[src/rtl/vga_sprite_ram_writer.sv]
// vga_sprite_ram_writer
//   Write-side front end for the sprite RAM. Sprite fill requests are queued in a
//   small FIFO and replayed to the RAM write port only while the display is blanking,
//   so active-video sprite fetches never see a write cycle.
//   Each request writes one data word to count+1 consecutive addresses (wrapping).
//   Optional feature macro: SPRITE_WR_COUNT_EN adds a saturating 16-bit write counter
//   output (wr_count). Without the macro the port and counter do not exist.
//
//   state | meaning
//   IDLE  | no burst in progress; pops the FIFO head when one is queued
//   WRITE | burst loaded; one word per cycle while blank is high, holds otherwise
module vga_sprite_ram_writer #(
  parameter int DATA_WIDTH    = 8,
  parameter int ADDRESS_WIDTH = 8,
  parameter int FIFO_DEPTH    = 4
) (
  input  logic                     clk,
  input  logic                     resetn,
  input  logic                     req_valid,
  output logic                     req_ready,
  input  logic [ADDRESS_WIDTH-1:0] req_addr,
  input  logic [DATA_WIDTH-1:0]    req_data,
  input  logic [ADDRESS_WIDTH-1:0] req_count,
  input  logic                     blank,
  output logic                     ram_wEn,
  output logic [ADDRESS_WIDTH-1:0] ram_addr,
  output logic [DATA_WIDTH-1:0]    ram_data,
  output logic                     busy,
  output logic                     done
`ifdef SPRITE_WR_COUNT_EN
  ,
  output logic [15:0]              wr_count
`endif
);

  localparam int PW = $clog2(FIFO_DEPTH);
  localparam logic [ADDRESS_WIDTH-1:0] ADDR_ONE = ADDRESS_WIDTH'(1);

  typedef enum logic {IDLE, WRITE} state_t;

  state_t state, next_state;

  // Pointers carry one extra wrap bit so full and empty can be told apart.
  logic [PW:0] wr_ptr, rd_ptr;
  logic [ADDRESS_WIDTH-1:0] fifo_addr  [FIFO_DEPTH];
  logic [DATA_WIDTH-1:0]    fifo_data  [FIFO_DEPTH];
  logic [ADDRESS_WIDTH-1:0] fifo_count [FIFO_DEPTH];

  logic fifo_empty, fifo_full, push, pop;
  logic load, advance, finish;
  logic [ADDRESS_WIDTH-1:0] remaining;

  assign fifo_empty = (wr_ptr == rd_ptr);
  assign fifo_full  = (wr_ptr[PW] != rd_ptr[PW]) && (wr_ptr[PW-1:0] == rd_ptr[PW-1:0]);
  assign req_ready  = !fifo_full;
  assign push       = req_valid && req_ready;
  assign ram_wEn    = (state == WRITE) && blank;
  assign busy       = (state != IDLE) || !fifo_empty;

  // FIFO pointer update; push and pop in the same cycle leave occupancy unchanged.
  always_ff @(posedge clk or negedge resetn) begin
    if (!resetn) begin
      wr_ptr <= '0;
      rd_ptr <= '0;
    end else begin
      if (push) wr_ptr <= wr_ptr + 1'b1;
      if (pop)  rd_ptr <= rd_ptr + 1'b1;
    end
  end

  // FIFO storage; contents are don't-care while the pointers say empty.
  always_ff @(posedge clk) begin
    if (push) begin
      fifo_addr[wr_ptr[PW-1:0]]  <= req_addr;
      fifo_data[wr_ptr[PW-1:0]]  <= req_data;
      fifo_count[wr_ptr[PW-1:0]] <= req_count;
    end
  end

  // State register.
  always_ff @(posedge clk or negedge resetn) begin
    if (!resetn) state <= IDLE;
    else         state <= next_state;
  end

  // Next-state and datapath control.
  always_comb begin
    next_state = state;
    pop        = 1'b0;
    load       = 1'b0;
    advance    = 1'b0;
    finish     = 1'b0;
    case (state)
      IDLE: begin
        if (!fifo_empty) begin
          pop        = 1'b1;
          load       = 1'b1;
          next_state = WRITE;
        end
      end
      WRITE: begin
        if (blank) begin
          if (remaining != '0) begin
            advance = 1'b1;
          end else begin
            finish     = 1'b1;
            next_state = IDLE;
          end
        end
      end
      default: next_state = IDLE;
    endcase
  end

  // Burst address/data/remaining registers and the done pulse.
  always_ff @(posedge clk or negedge resetn) begin
    if (!resetn) begin
      ram_addr  <= '0;
      ram_data  <= '0;
      remaining <= '0;
      done      <= 1'b0;
    end else begin
      done <= finish;
      if (load) begin
        ram_addr  <= fifo_addr[rd_ptr[PW-1:0]];
        ram_data  <= fifo_data[rd_ptr[PW-1:0]];
        remaining <= fifo_count[rd_ptr[PW-1:0]];
      end else if (advance) begin
        ram_addr  <= ram_addr + ADDR_ONE;
        remaining <= remaining - ADDR_ONE;
      end
    end
  end

`ifdef SPRITE_WR_COUNT_EN
  // Saturating count of issued RAM writes.
  always_ff @(posedge clk or negedge resetn) begin
    if (!resetn) wr_count <= '0;
    else if (ram_wEn && (wr_count != 16'hFFFF)) wr_count <= wr_count + 16'd1;
  end
`endif

endmodule
[config.mk]
export PLATFORM = sky130hd
export DESIGN_NAME = vga_sprite_ram_writer
export DESIGN_NICKNAME = d
export VERILOG_FILES = /design/src/rtl/vga_sprite_ram_writer.sv
export SDC_FILE = /design/constraint.sdc
export NUM_CORES = 1
export LEC_CHECK = 0
export ABC_CLOCK_PERIOD_IN_PS = 2550
export BUFFER_PORTS_ARGS = -buffer_cell sky130_fd_sc_hd__buf_2
export CORE_UTILIZATION = 59
export CTS_CLUSTER_SIZE = 16
export DETAILED_ROUTE_END_ITERATION = 12
export GPL_ROUTABILITY_DRIVEN = 0
export PLACE_DENSITY = 0.85
export SYNTH_ARGS = -nofsm -noshare
export SYNTH_HDL_FRONTEND = slang
export SYNTH_SLANG_ARGS = --single-unit
[constraint.sdc]
create_clock -name clk -period 2.55 [get_ports clk]
set_input_delay 0.255 -clock clk [delete_from_list [all_inputs] [get_ports clk]]
set_output_delay 0.255 -clock clk [all_outputs]
set_load 0.005 [all_outputs]
==> results.ini, run 1 <==
[clock_tree]
clock_path_buffers = 2
htree_num_levels = 4
cts_resized = 0
cts_tree = done
clock_sinks = 128
cts_buffers = 17
clockRootBuffer = clkbuf_8
post-cts-setup-buffers = 0
path_clk_slew_ns = 0.06
cts_hold_buf = 25
clock_latency_ns = 0.52

[sta]
hold_ws_ns = 0.167
finalCritPeriodShare_pct = 81.6
slew_headroom_pct = 49.0
fin_ws_ns = 0.469
tightestPinTransition_ns = 0.765
finalSetupTns_ns = 0
post-route-min-period_ns = 2.08
setup_violations = 0
drv_slew = 0
rsz0062_at_grt = no
hold_viol = 0
fmax_mhz = 480
skew_ns = 0.00805

[finish]
fin_util_pct = 76.9
stdcell_count = 512
drive_gt1_share_pct = 29.0
nNetsFinal = 430
multi_input_area_um2 = 1420
synthToLayoutAreaGrowth_pct = 24.1
antenna_cells = 0
fin_area_um2 = 6450
ff_latch_area_um2 = 3680
fillerInstances = 458

[yosys]
synth_ff_type = edfxtp_1
ys_types = 43
synth_area_leaders = edfxtp_1, dfrtp_1, mux4_2, nand2_1, ha_1
async_reset_ff_share_pct = 25.0
synth_common_cells = edfxtp_1, nand2_1, dfrtp_1
syn-cell-area_um2 = 5190
yosys_warnings = 0
ys_ff_latch = 128
synth_nets = 345
seq_area_frac_synth_pct = 70.9
synthCells = 309
syn_avg_cell_area_um2 = 16.8
synth_top_area_share_pct = 55.5
yosys.cell_count.top_type = edfxtp_1
synth_top_area_cell = edfxtp_1
synth_edf_count = 96

[worst_setup_path]
crit_start = remaining[0]
crit_chain = inv_1, ha_1, or3b_2, o21ai_4, mux2i_1, o21ai_2
cp_max_fo = 9
crit_family = simple AND/OR/NAND/NOR gates
setup.worst_path.end = ram_addr[1]
arrival_ns = 2.49
r2r_end = ram_addr[1]
critPathMaxStageDelay_ns = 0.58
critPathLaunchType = flip-flop
cp-end-kind = flip-flop
crit_type = reg2reg
required_ns = 2.95
slowest_stage = or3b_2
reg2regPathDepth = 6
worst-path-buf-inv = 1
path_depth = 6
rr_startpoint = remaining[0]
ff2ff_setup_slack_ns = 0.47

[routing]
viasPerCell = 6.01
wl_per_cell_um = 21.1
drtIter0Drc = 251
dr_total_vias = 3078
wl_mm = 10.8
drcViolationCount = 0
postRouteAntennaNets = 0
drtPass1Iterations = 5

[power_and_ir_drop]
p_leak_nw = 2.40
power_mw = 7.56
vdd_drop_max_mv = 0.591
pwr-share-clk_pct = 32.7
sw_frac_of_total_pct = 29.6
seq_power_share_pct = 41.8
p_int_mw = 5.33
power.switching_mw = 2.23
power_density_nw_per_um2 = 1170
pwr-share-comb_pct = 25.6

[run_status]
run_status = completed

[global_route]
antenna_found_initial = 0
grt_max_degree = 33
grt_use_total_pct = 27.1
grt_pass1_vias = 3233
grt_overflow = 0
grt_pass1_wl_mm = 17.0

[floorplanning]
die_y_um = 95.8
die_area_um2 = 9180
rows = 33
core_um2 = 8380
die_w_um = 95.8
start_util_pct = 61.9
ioPinCount = 48

[placement]
place_hpwl_mm = 5.89
portBuffers = 47
dp_worst_setup_slack_ns = 0.592
dpl_cell_area_um2 = 5590
dp_cells = 455

[min_path]
min_from = req_valid
min_path_type = in2reg

[flow_run]
drv_cap = 0

==> how the worst min path moves through the flow <==
stage                   to  slack [ns]  depth (start not counted)
3_5_place_dp          done        0.37                          1
5_1_grt          wr_ptr[0]        0.19                          4
6_report         wr_ptr[0]        0.17                          4
2_1_floorplan         done       -0.04                          0
4_1_cts          wr_ptr[0]        0.16                          4
3_3_place_gp   ram_addr[2]        0.36                          1
==> worst register-to-register path, delay by kind of cell (launching register included) <==
kind                       cells  cell delay, ns
and+or+nand+nor                1            0.58
DFF                            1            0.40
AOI/OAI and AO/OA              2            0.40
muxes                          1            0.28
adders and majority gates      1            0.17
buffers and inverters          1            0.14
==> state kept, by name, summed over array words and instances, names as in the netlist <==
signal      cells
done            1
fifo_addr      32
fifo_count     32
fifo_data      32
ram_addr        8
ram_data        8
rd_ptr          3
remaining       8
state           1
wr_ptr          3
==> layout make-up <==
cell class,instances,area share (%)
Sequential cell,128,57.1
Multi-Input combinational cell,161,22.0
Timing Repair Buffer,80,9.05
Clock buffer,20,6.60
Clock inverter,12,2.83
Tap cell,105,2.04
Inverter,6,0.349
==> kinds of logic after synthesis <==
logic type      synth area share (%)
flops                           70.9
xor+xnor                        2.87
buf+inv                         1.88
mux                             10.6
fa+ha+maj                       1.93
compound gates                  4.53
simple gates                    7.25
==> power by group through the flow <==
stage / logic, mW / clock network (mW) / registers (mW)
2_1_floorplan: 1.29 / 0 / 3.10
5_1_grt: 2.13 / 2.58 / 3.20
4_1_cts: 1.95 / 2.49 / 3.15
3_3_place_gp: 1.80 / 0 / 3.12
3_5_place_dp: 1.86 / 0 / 3.16
6_report: 1.93 / 2.47 / 3.16
==> routing by layer <==
metal  vias up  routed length, µm  global-route usage (%)  share of wire [%]
li1       1355                  -                       -                  -
met1      1527               4110                    34.6                 38
met2       162               5480                    41.8                 51
met3        34                883                    8.21                8.2
met4         0                310                    15.3                2.9
met5         -                  0                       0                  0
==> layout by cell type, fill, tap and decap left out, types with 4 or more instances in the layout <==
| cell type | n |
|---|---|
| o21ai_0 | 5 |
| nand2_1 | 42 |
| o211ai_1 | 5 |
| edfxtp_1 | 96 |
| dlygate4sd3_1 | 25 |
| nor2_1 | 8 |
| mux4_2 | 24 |
| ha_1 | 8 |
| bufinv_16 | 4 |
| and2_1 | 5 |
| buf_4 | 5 |
| clkbuf_16 | 16 |
| a31oi_1 | 5 |
| nand3_1 | 8 |
| buf_2 | 47 |
| dfrtp_1 | 32 |
| xnor2_1 | 9 |
| inv_1 | 6 |
| o21ai_1 | 5 |
| xor2_1 | 8 |
Note: power is estimated with default switching activity, not from simulation.
==> run 2: changes to the inputs <==
- ABC_AREA: not set -> 1
- ABC_CLOCK_PERIOD_IN_PS: 2550 -> 2050
- clock period: 2.55 -> 2.05 ns (I/O delays scaled with it)
==> results.ini, run 2 <==
[global_route]
grt_pass1_vias = 4207  ; +30%
grt_overflow = 0  ; unchanged
grt_pass1_wl_mm = 20.2  ; +19%
grt_use_total_pct = 27.3  ; +0.19 points
grt_max_degree = 40  ; +21%
antenna_found_initial = 0  ; unchanged

[clock_tree]
clock_path_buffers = 2  ; unchanged
clockRootBuffer = clkbuf_8
clock_sinks = 128  ; unchanged
htree_num_levels = 4  ; unchanged
cts_tree = done
path_clk_slew_ns = 0.06  ; about the same
clock_latency_ns = 0.53  ; about the same
cts_buffers = 17  ; unchanged

[flow_run]
drv_cap = 0  ; unchanged

[finish]
synthToLayoutAreaGrowth_pct = 21.3
drive_gt1_share_pct = 17.5  ; -11 points
nNetsFinal = 669  ; +56%
fillerInstances = 596  ; +30%
fin_util_pct = 74.0  ; -2.9 points
antenna_cells = 0  ; unchanged
layout_commonest_cell = nand2_1
layout_common_cells = nand2_1, edfxtp_1, nor2_1, buf_2, nand3_1

[yosys]
synth_ff_type = edfxtp_1
synth_common_cells = nand2_1, edfxtp_1, nor2_1
ys_ff_latch = 128  ; unchanged
synth_top_area_cell = edfxtp_1
synthCells = 551  ; +78%
synth_area_leaders = edfxtp_1, dfrtp_1, nand2_1, nor2_1, nand3_1
synth_top_area_share_pct = 50.9  ; -4.6 points
syn-cell-area_um2 = 5660  ; +9.0%
async_reset_ff_share_pct = 25.0  ; unchanged
synth_edf_count = 96  ; unchanged
synth_nets = 587  ; +70%
ys_types = 27  ; -37%
yosys_warnings = 0  ; unchanged
seq_area_frac_synth_pct = 65.1  ; -5.9 points
yosys.cell_count.top_type = nand2_1
syn_avg_cell_area_um2 = 10.3  ; -39%

[worst_setup_path]
required_ns = 1.85  ; -1.10 ns
cp-end-kind = output port
cp_max_fo = 7  ; -2
critPathLaunchType = flip-flop
crit_type = reg2out
arrival_ns = 1.69  ; -0.80 ns

[floorplanning]
ioPinCount = 48  ; unchanged
die_area_um2 = 9990  ; +8.8%
rows = 35  ; +6.1%
core_um2 = 9280  ; +11%
die_y_um = 99.9  ; +4.3%
start_util_pct = 61.0  ; -0.99 points
die_w_um = 99.9  ; +4.3%

[sta]
skew_ns = 0.0109  ; +0.00289 ns
hold_ws_ns = 0.0987  ; -0.0683 ns
hold_viol = 0  ; unchanged
post-route-min-period_ns = 1.89
slew_headroom_pct = 51.1  ; +2.1 points
setup_violations = 0  ; unchanged
tightestPinTransition_ns = 0.733  ; -0.0320 ns
fmax_mhz = 529
drv_slew = 0  ; unchanged
finalCritPeriodShare_pct = 92.2
rsz0062_at_grt = no

[run_status]
run_status = completed

[routing]
drcViolationCount = 0  ; unchanged
postRouteAntennaNets = 0  ; unchanged
viasPerCell = 5.48  ; -8.8%
wl_per_cell_um = 16.3  ; -23%
dr_total_vias = 4245  ; +38%
drtPass1Iterations = 6  ; +1
drtIter0Drc = 363  ; +45%
wl_mm = 12.6  ; +17%

[power_and_ir_drop]
power_density_nw_per_um2 = 1370  ; +17%
p_leak_nw = 2.95  ; +23%
vdd_drop_max_mv = 0.595  ; +0.70%

[placement]
portBuffers = 47  ; unchanged
place_hpwl_mm = 7.12  ; +21%

[min_path]
min_path_type = in2reg

==> run 2: cell count changes after synthesis, moves of 6 or more <==
cell and delta:
nor2_1 +55, a31oi_1 -6, inv_1 +33, nand3_1 +37, o22ai_1 +10, o21ai_0 +31, mux4_2 -24, nand2_1 +123
==> run 2: logic make-up (layout without fill, tap and decap cells) <==
kind of cell	count (synthesis)	after routing	share of synthesized area, %
adder cells (fa/ha/maj)	8	8	1.77
buffers and inverters	66	160	5.44
XOR/XNOR	9	9	1.39
AO/OA/AOI/OAI	48	48	4.66
AND/OR/NAND/NOR	292	292	21.6
flip-flops	128	128	65.1
==> run 2: final timing paths <==
kind / cells past startpoint / to / from / slack, ns
setup reg to reg: 8 / remaining[7] / wr_ptr[0] / 0.28
setup / recovery: 7 / busy / wr_ptr[0] / 0.16
min in group asynchronous: 2 / ram_addr[5] / resetn / 0.29
hold / removal: 3 / wr_ptr[1] / req_valid / 0.1
max in group asynchronous: 2 / remaining[1] / resetn / 1.30
hold reg to reg: 2 / ram_data[2] / ram_data[2] / 0.48
==> run 2: metrics by stage <==
| step | cells | cell area, µm² | power (mW) | setup WS, ns | setup TNS [ns] |
|---|---|---|---|---|---|
| 6_report | 774 | 6870 | 9.38 | 0.159 | 0 |
| 5_1_grt | 774 | 6870 | 9.91 | 0.0280 | 0 |
| 4_1_cts | 771 | 6840 | 9.31 | 0.0200 | 0 |
| 3_5_place_dp | 714 | 6050 | 6.61 | 0.243 | 0 |
| 3_3_place_gp | 714 | 6050 | 6.48 | 0.386 | 0 |
| 2_1_floorplan | 551 | 5660 | 5.73 | -0.368 | -35.28 |
==> run 2: layout make-up <==
class / count / area (µm²) / share of cell area (%)
flip-flops and latches: 128 / 3680 / 53.6
multi-input cells: 357 / 1690 / 24.5
repair buffers: 88 / 658 / 9.58
clock buffers: 17 / 414 / 6.03
well taps: 129 / 161 / 2.35
inverters: 41 / 154 / 2.24
clock inverters: 14 / 110 / 1.60
==> run 2: what timing repair did <==
action,in CTS,in global routing
hold endpoints to repair,129,0
pin swaps,0,1
buffers inserted,0,3
hold buffers,26,0
gates resized for setup,1,2
setup endpoints to repair,1,1
cloned,0,0
==> run 2: where the power goes <==
part / internal [mW] / total, mW / switching, mW
registers: 3.49 / 3.86 / 0.368
clock network: 1.49 / 2.63 / 1.14
logic: 1.05 / 2.90 / 1.86
total: 6.02 / 9.38 / 3.37
==> run 2: routing by layer <==
layer	vias to the layer above	track usage, %	wire [µm]
met2	212	44.8	6400
met3	30	6.82	911
li1	1987	-	-
met1	2016	33.5	5000
met4	0	14.8	267
met5	-	0	0
==> run 2: worst max-delay path: stages (launching register included) <==
cell and delay, ns:
dfrtp_1 0.41, inv_1 0.17, nand2_2 0.09, nand2_4 0.07
nand3_4 0.13, nor2_4 0.13, inv_1 0.04, buf_2 0.12
